==> src/rtl/booth_radix4_multiplier.sv <==
// Sequential radix-4 Booth multiplier with a start/busy/done handshake.
// Retires two multiplier bits per clock; handles signed and unsigned operands.
module booth_radix4_multiplier #(
    parameter int unsigned WIDTH = 8
) (
    input  logic                 clk,
    input  logic                 reset_n,
    input  logic                 start,
    input  logic                 signed_mode,
    input  logic [WIDTH-1:0]     M,
    input  logic [WIDTH-1:0]     Q,
    output logic [2*WIDTH-1:0]   P,
    output logic                 busy,
    output logic                 done
);

    localparam int unsigned EXT  = WIDTH + 2;
    localparam int unsigned AW   = EXT + 2;
    localparam int unsigned ITER = EXT / 2;
    localparam int unsigned CW   = $clog2(ITER + 1);

    // Reject widths that cannot be recoded in whole radix-4 digits
    generate
        if ((WIDTH < 4) || ((WIDTH % 2) != 0)) begin : g_bad_width
            $error("booth_radix4_multiplier: WIDTH must be even and >= 4");
        end
    endgenerate

    typedef enum logic [1:0] {
        S_IDLE = 2'd0,
        S_CALC = 2'd1,
        S_DONE = 2'd2
    } state_t;

    state_t          state;
    logic [AW-1:0]   a;
    logic [EXT-1:0]  qr;
    logic            q_m1;
    logic [EXT-1:0]  mx;
    logic [CW-1:0]   cnt;

    logic [AW-1:0]   mx_w;
    logic [AW-1:0]   mx2_w;
    logic [AW-1:0]   addend;
    logic [AW-1:0]   a_sum;
    logic [AW-1:0]   a_next;
    logic [EXT-1:0]  qr_next;
    logic [2:0]      digit;
    logic            m_sx;
    logic            q_sx;

    // Booth digit selection, partial-product add and the 2-bit arithmetic shift
    always_comb begin
        mx_w    = {{2{mx[EXT-1]}}, mx};
        mx2_w   = {mx_w[AW-2:0], 1'b0};
        digit   = {qr[1:0], q_m1};
        addend  = '0;
        case (digit)
            3'b001, 3'b010: addend = mx_w;
            3'b011:         addend = mx2_w;
            3'b100:         addend = -mx2_w;
            3'b101, 3'b110: addend = -mx_w;
            default:        addend = '0;
        endcase
        a_sum   = a + addend;
        a_next  = {{2{a_sum[AW-1]}}, a_sum[AW-1:2]};
        qr_next = {a_sum[1:0], qr[EXT-1:2]};
        m_sx    = signed_mode & M[WIDTH-1];
        q_sx    = signed_mode & Q[WIDTH-1];
    end

    // Control FSM and datapath registers
    always_ff @(posedge clk) begin
        if (!reset_n) begin
            state <= S_IDLE;
            a     <= '0;
            qr    <= '0;
            q_m1  <= 1'b0;
            mx    <= '0;
            cnt   <= '0;
            P     <= '0;
            busy  <= 1'b0;
            done  <= 1'b0;
        end else begin
            done <= 1'b0;
            case (state)
                S_IDLE: begin
                    if (start) begin
                        mx    <= {{2{m_sx}}, M};
                        qr    <= {{2{q_sx}}, Q};
                        a     <= '0;
                        q_m1  <= 1'b0;
                        cnt   <= '0;
                        busy  <= 1'b1;
                        state <= S_CALC;
                    end
                end
                S_CALC: begin
                    a    <= a_next;
                    qr   <= qr_next;
                    q_m1 <= qr[1];
                    cnt  <= cnt + CW'(1);
                    if (cnt == CW'(ITER - 1)) begin
                        P     <= {a_next[WIDTH-3:0], qr_next};
                        done  <= 1'b1;
                        state <= S_DONE;
                    end
                end
                S_DONE: begin
                    busy  <= 1'b0;
                    state <= S_IDLE;
                end
                default: begin
                    busy  <= 1'b0;
                    state <= S_IDLE;
                end
            endcase
        end
    end

endmodule

==> config.mk <==
export PLATFORM = sky130hd
export DESIGN_NAME = booth_radix4_multiplier
export DESIGN_NICKNAME = d
export VERILOG_FILES = /design/src/rtl/booth_radix4_multiplier.sv
export SDC_FILE = /design/constraint.sdc
export NUM_CORES = 1
export LEC_CHECK = 0
export BUFFER_PORTS_ARGS = -buffer_cell sky130_fd_sc_hd__buf_2
export CORE_MARGIN = 1
export CORE_UTILIZATION = 60
export DETAILED_ROUTE_END_ITERATION = 10
export PLACE_DENSITY = 0.87
export SLEW_MARGIN = 10
export SYNTH_ARGS = -nofsm -noshare
export SYNTH_HDL_FRONTEND = slang
export SYNTH_SLANG_ARGS = --single-unit
==> constraint.sdc <==
create_clock -name clk -period 6.9 [get_ports clk]
set_input_delay 1.38 -clock clk [delete_from_list [all_inputs] [get_ports clk]]
set_output_delay 1.38 -clock clk [all_outputs]
set_load 0.05 [all_outputs]
**Word-level counts from Yosys, hierarchy flattened**

Cells that the tools add are included.

- Flip-flop bits (word level): 55
- Input port bits: 20
- Output and inout port bits: 18

- $add $sub $neg: 4
- Equal/unequal tests: 10
- Mux-type cells: 15
- Bitwise gates (word level): 3
- Reductions and logical operators: 10

Operator list:

| cell | number |
|---|---|
| 12-bit one-hot mux with 4 select lines | 1 |
| 12-bit negator | 2 |
| 12-bit one-hot mux with 2 select lines | 1 |
| 10-bit one-hot mux with 2 select lines | 1 |
| 12-bit adder | 1 |
| 3-bit == test, second input constant | 4 |
| 12-bit two-way mux | 1 |
| 2-bit AND reduction | 6 |
| 10-bit two-way mux | 1 |
| 3-bit by 2-bit == test with 1-bit output, second input constant | 2 |
| 3-bit one-hot mux with 2 select lines | 1 |
| 2-bit two-way mux | 2 |
| 2-bit != test, second input constant | 2 |
| 1-bit one-hot mux with 2 select lines | 2 |
| 2-bit one-hot mux with 2 select lines | 1 |
| 2-bit OR reduction | 2 |
| 3-bit by 1-bit adder with 3-bit output, second input constant | 1 |
| 3-bit by 1-bit == test with 1-bit output, second input constant | 1 |
| 1-bit two-way mux | 3 |
| 3-bit two-way mux | 1 |
| 1-bit bitwise AND | 2 |
| 2-bit by 1-bit == test with 1-bit output, second input constant | 1 |
| 2-bit zero test | 1 |
| 2-bit nonzero test | 1 |
| 1-bit inverter | 1 |

**Depth between registers and ports, before layout**

- Depth in word-level cells: 5
- Depth in mapped cells: 15
- Mapped depth without buffers: 15

**Worst setup path before layout**

Ideal clock, no wire load.

- Path type: register to register
- Start point: register mx[0]
- End point: register a[10]
- Setup time: 0.095 ns
- Data arrival time: 3.362 ns
- Data required time: 6.805 ns
- Setup slack: 3.442 ns
- Cell stages (with the launch flop): 16
- Buffers on the path: 0
- Clock period less this slack: 3.458 ns
- Path through: dfxtp_1 -> inv_1 -> ha_1 -> or3b_1 -> nor3_1 -> nand2b_1 -> xnor2_1 -> a221oi_1 -> a31oi_1 -> ha_1 -> a21oi_1 -> nand2b_1 -> o2111a_1 -> o41ai_4 -> mux2_1 -> o311ai_1

- Cells in the longest elaborated chain, start to end: 4
- Elaborated cells on any way between the ends: 5
- Classes of those cells: add/sub (3); mux (2)

Ends and longest elaborated chain:

| element | line | text |
|---|---|---|
| start: declaration | 39 | `logic [EXT-1:0] mx;` |
| start signal: assignment | 89 | `mx <= {{2{m_sx}}, M};` |
| 12-bit negator, on equally long branches | 62, 61 |  |
| 12-bit one-hot mux with 4 select lines (*) | 58 | `case (digit)` |
| 12-bit adder (*) | 65 | `a_sum = a + addend;` |
| 12-bit one-hot mux with 2 select lines (*) | 86 | `case (state)` |
| end signal: assignment | 99 | `a <= a_next;` |
| end: declaration | 36 | `logic [AW-1:0] a;` |

Mark *: on every way between the ends. The rest lies on a longest branch, timed or not.
A chain may end at the register's enable or synchronous reset.

**Worst setup path in the final report**

- Start point: register mx[1]
- End point: register a[10]

The elaborated chain is that of the path after synthesis.

==> results.cfg <==
[setup_path]
cp.buffers_inverters = 1
crit_chain = inv_1 > ha_1 > or3b_1 > nor3_1 > nand2b_1 > xnor2_1 > a221oi_1 > a31oi_1 > ha_1 > a21oi_1 > nand2b_1 > o2111a_1 > o41ai_4 > mux2_1 > o311ai_1
critical_path_arrival_ns = 4.17
endpoint_kind = register
cp_top_family = compound AO/OA/AOI/OAI gates
slowest_delay_ns = 0.43
cp.required_ns = 7.12
critPathKind = reg2reg
start_kind = register
crit_path_max_fanout = 4
cp_slowest_cell = or3b_1

[global_routing]
gr-total-overflow = 0
antenna_found_initial = 0
track_usage = 0.288
grt_pass1_wl_um = 12300
grt_max_degree = 54
grt_pass1_vias = 2739

[synthesis]
ys.flop_type = dfxtp_1
yosysMostFrequentCell = nand2_1
synth_seq_cells = 53
synth_nets = 447
synth_area_um2 = 3130
synth_cell_types = 55
synth-edff-count = 0
synthTopCellsByCount = nand2_1, dfxtp_1, a21oi_1
yosysSeqAreaShare = 0.339
synth_top_area_frac = 0.339
yosys.area.top_type = dfxtp_1
synth_area_per_cell_um2 = 7.59
ys_top_cells_by_area = dfxtp_1, nand2_1, a21oi_1, ha_1, nor2_1
synthCells = 412
yosys_warnings = 0
synthArstFlopShare = 0

[timing]
final_max_slew_viol_count = 0
slew_headroom = 0.236
final-hold-violation-count = 0
min_period_ns = 3.95
skew_ns = 0.0116
tns_ns = 0
setup_violations = 0
min_period_over_period = 0.572
rsz0062_at_grt = no
worst_pin_slew_ns = 1.14
holdWs_ns = 0.459
max_freq_mhz = 253

[routing]
drtIter0Drc = 441
drc = 0
via_count = 3002
wl_per_cell_um = 15.5
viasPerCell = 6.08
firstDrtPassIters = 6
final_antenna_net_count = 0
wl_um = 7670

[place]
port-buffer-count = 37
place_congestion = 0.926
dpl.hpwl_um = 5250

[clocking]
clock_sinks = 53
cts_resized = 0
cts_buffer_depth = 2
h-tree-depth = 2
cts_buffers = 5
cts-root-buf = clkbuf_8
post_cts_buffers = 0
clk_pin_slew_ns = 0.11
ctsHoldBuffers = 0
cts_tree = yes
clkLatencyLatePin_ns = 0.32

[die]
io_pins = 38
die_width_um = 74.2
core_area_um2 = 4880
start_util = 0.641
die-area_um2 = 5500
chipHeight_um = 74.2
fp-row-count = 25

[final_layout]
syn2layout_area_growth_pct = 7.85
nets = 461
fillers = 408
multiInputGateArea_um2 = 1900
n_antenna_cell = 0
regArea_um2 = 1060
drive_gt1_frac = 0.131

[power]
ir_worst_vdd_v = 0.000167
power_density_nw_per_um2 = 199
leakage_nw = 1.36

[worst_hold_path]
hp-class = reg2reg

[status]
outcome = finished, final reports clean

[flow_run]
drv_cap = 0
-- routing by layer --
| layer | part of all wire | global-route usage |
|---|---|---|
| met5 | 0 | 0 |
| met4 | 0.020 | 0.105 |
| met3 | 0.060 | 0.0474 |
| met2 | 0.49 | 0.493 |
| met1 | 0.43 | 0.366 |
-- metrics by stage --
| stage | power, W | cells | worst slack [ns] | area, µm² | util |
|---|---|---|---|---|---|
| final | 0.000672 | 494 | 2.95 | 3370 | 0.691 |
| after global routing | 0.000699 | 494 | 2.68 | 3370 | 0.691 |
| after CTS | 0.000671 | 494 | 2.98 | 3370 | 0.691 |
| after detailed placement | 0.000487 | 486 | 3.06 | 3280 | 0.671 |
| after global placement | 0.000480 | 486 | 3.30 | 3280 | 0.671 |
| after floorplan | 0.000454 | 412 | 3.44 | 3130 | - |
-- power breakdown --
part	internal (W)	switching (W)	leakage [nW]	total, W
Sequential	0.000318	0.0000210	0.431	0.000339
Combinational	0.0000570	0.0000875	0.882	0.000145
Clock	0.0000741	0.000114	0.0423	0.000188
-- state kept, by name (all words and copies together) (netlist names) --
register,flops
cnt,3
P,16
q_m1,1
qr,10
a,10
mx,9
state,2
busy,1
done,1
-- worst register-to-register path, delay by kind of cell, from the launching register on --
family,cells,cell delay [ns]
compound gates,6,1.37
simple gates,4,1.01
fa+ha+maj,2,0.59
mux,1,0.36
flops,1,0.35
xor+xnor,1,0.09
buf+inv,1,0.08
-- final cells by class --
class / instances / share of cell area
inverters: 8 / 0.00891
well taps: 67 / 0.0249
multi-input cells: 319 / 0.564
flip-flops and latches: 53 / 0.315
clock buffers: 5 / 0.0204
repair buffers: 39 / 0.0594
clock inverters: 3 / 0.00780
-- cell usage in the layout (no fill, tap or decap), types with 3 or more instances in the layout --
cell type / Yosys / final
nand2_1: 84 / 84
dfxtp_1: 53 / 53
a21oi_1: 49 / 49
buf_2: 2 / 37
nor2_1: 35 / 35
nand3_1: 18 / 18
o21ai_0: 15 / 15
ha_1: 14 / 14
xnor2_1: 12 / 12
nor3_1: 8 / 8
a311oi_1: 7 / 7
a31oi_1: 7 / 7
inv_1: 5 / 5
mux2i_1: 5 / 5
nand2b_1: 5 / 5
a211oi_1: 5 / 5
clkbuf_8: 0 / 5
a22oi_1: 4 / 4
nor2b_1: 4 / 4
xor2_1: 4 / 4
and2_1: 3 / 3
a21o_1: 3 / 3
nand3b_1: 3 / 3
-- kinds of logic (layout without fill, tap and decap cells) --
| group | after synthesis | after routing | share of synthesized area |
|---|---|---|---|
| AND/OR/NAND/NOR | 171 | 171 | 0.249 |
| AO/OA/AOI/OAI | 109 | 109 | 0.225 |
| flip-flops | 53 | 53 | 0.339 |
| buffers and inverters | 40 | 55 | 0.0524 |
| XOR/XNOR | 16 | 16 | 0.0448 |
| adder cells (fa/ha/maj) | 15 | 15 | 0.0625 |
| multiplexers | 8 | 8 | 0.0268 |
-- path summary, 6_finish.rpt --
path / slack, ns / cells past startpoint / start / endpoint
worst min register to register: 0.46 / 2 / P[6] / P[6]
worst max-delay path: 2.95 / 15 / mx[1] / a[10]
worst max register to register: 2.95 / 15 / mx[1] / a[10]
worst min-delay path: 0.46 / 2 / P[6] / P[6]
(Power assumes the default switching activity.)
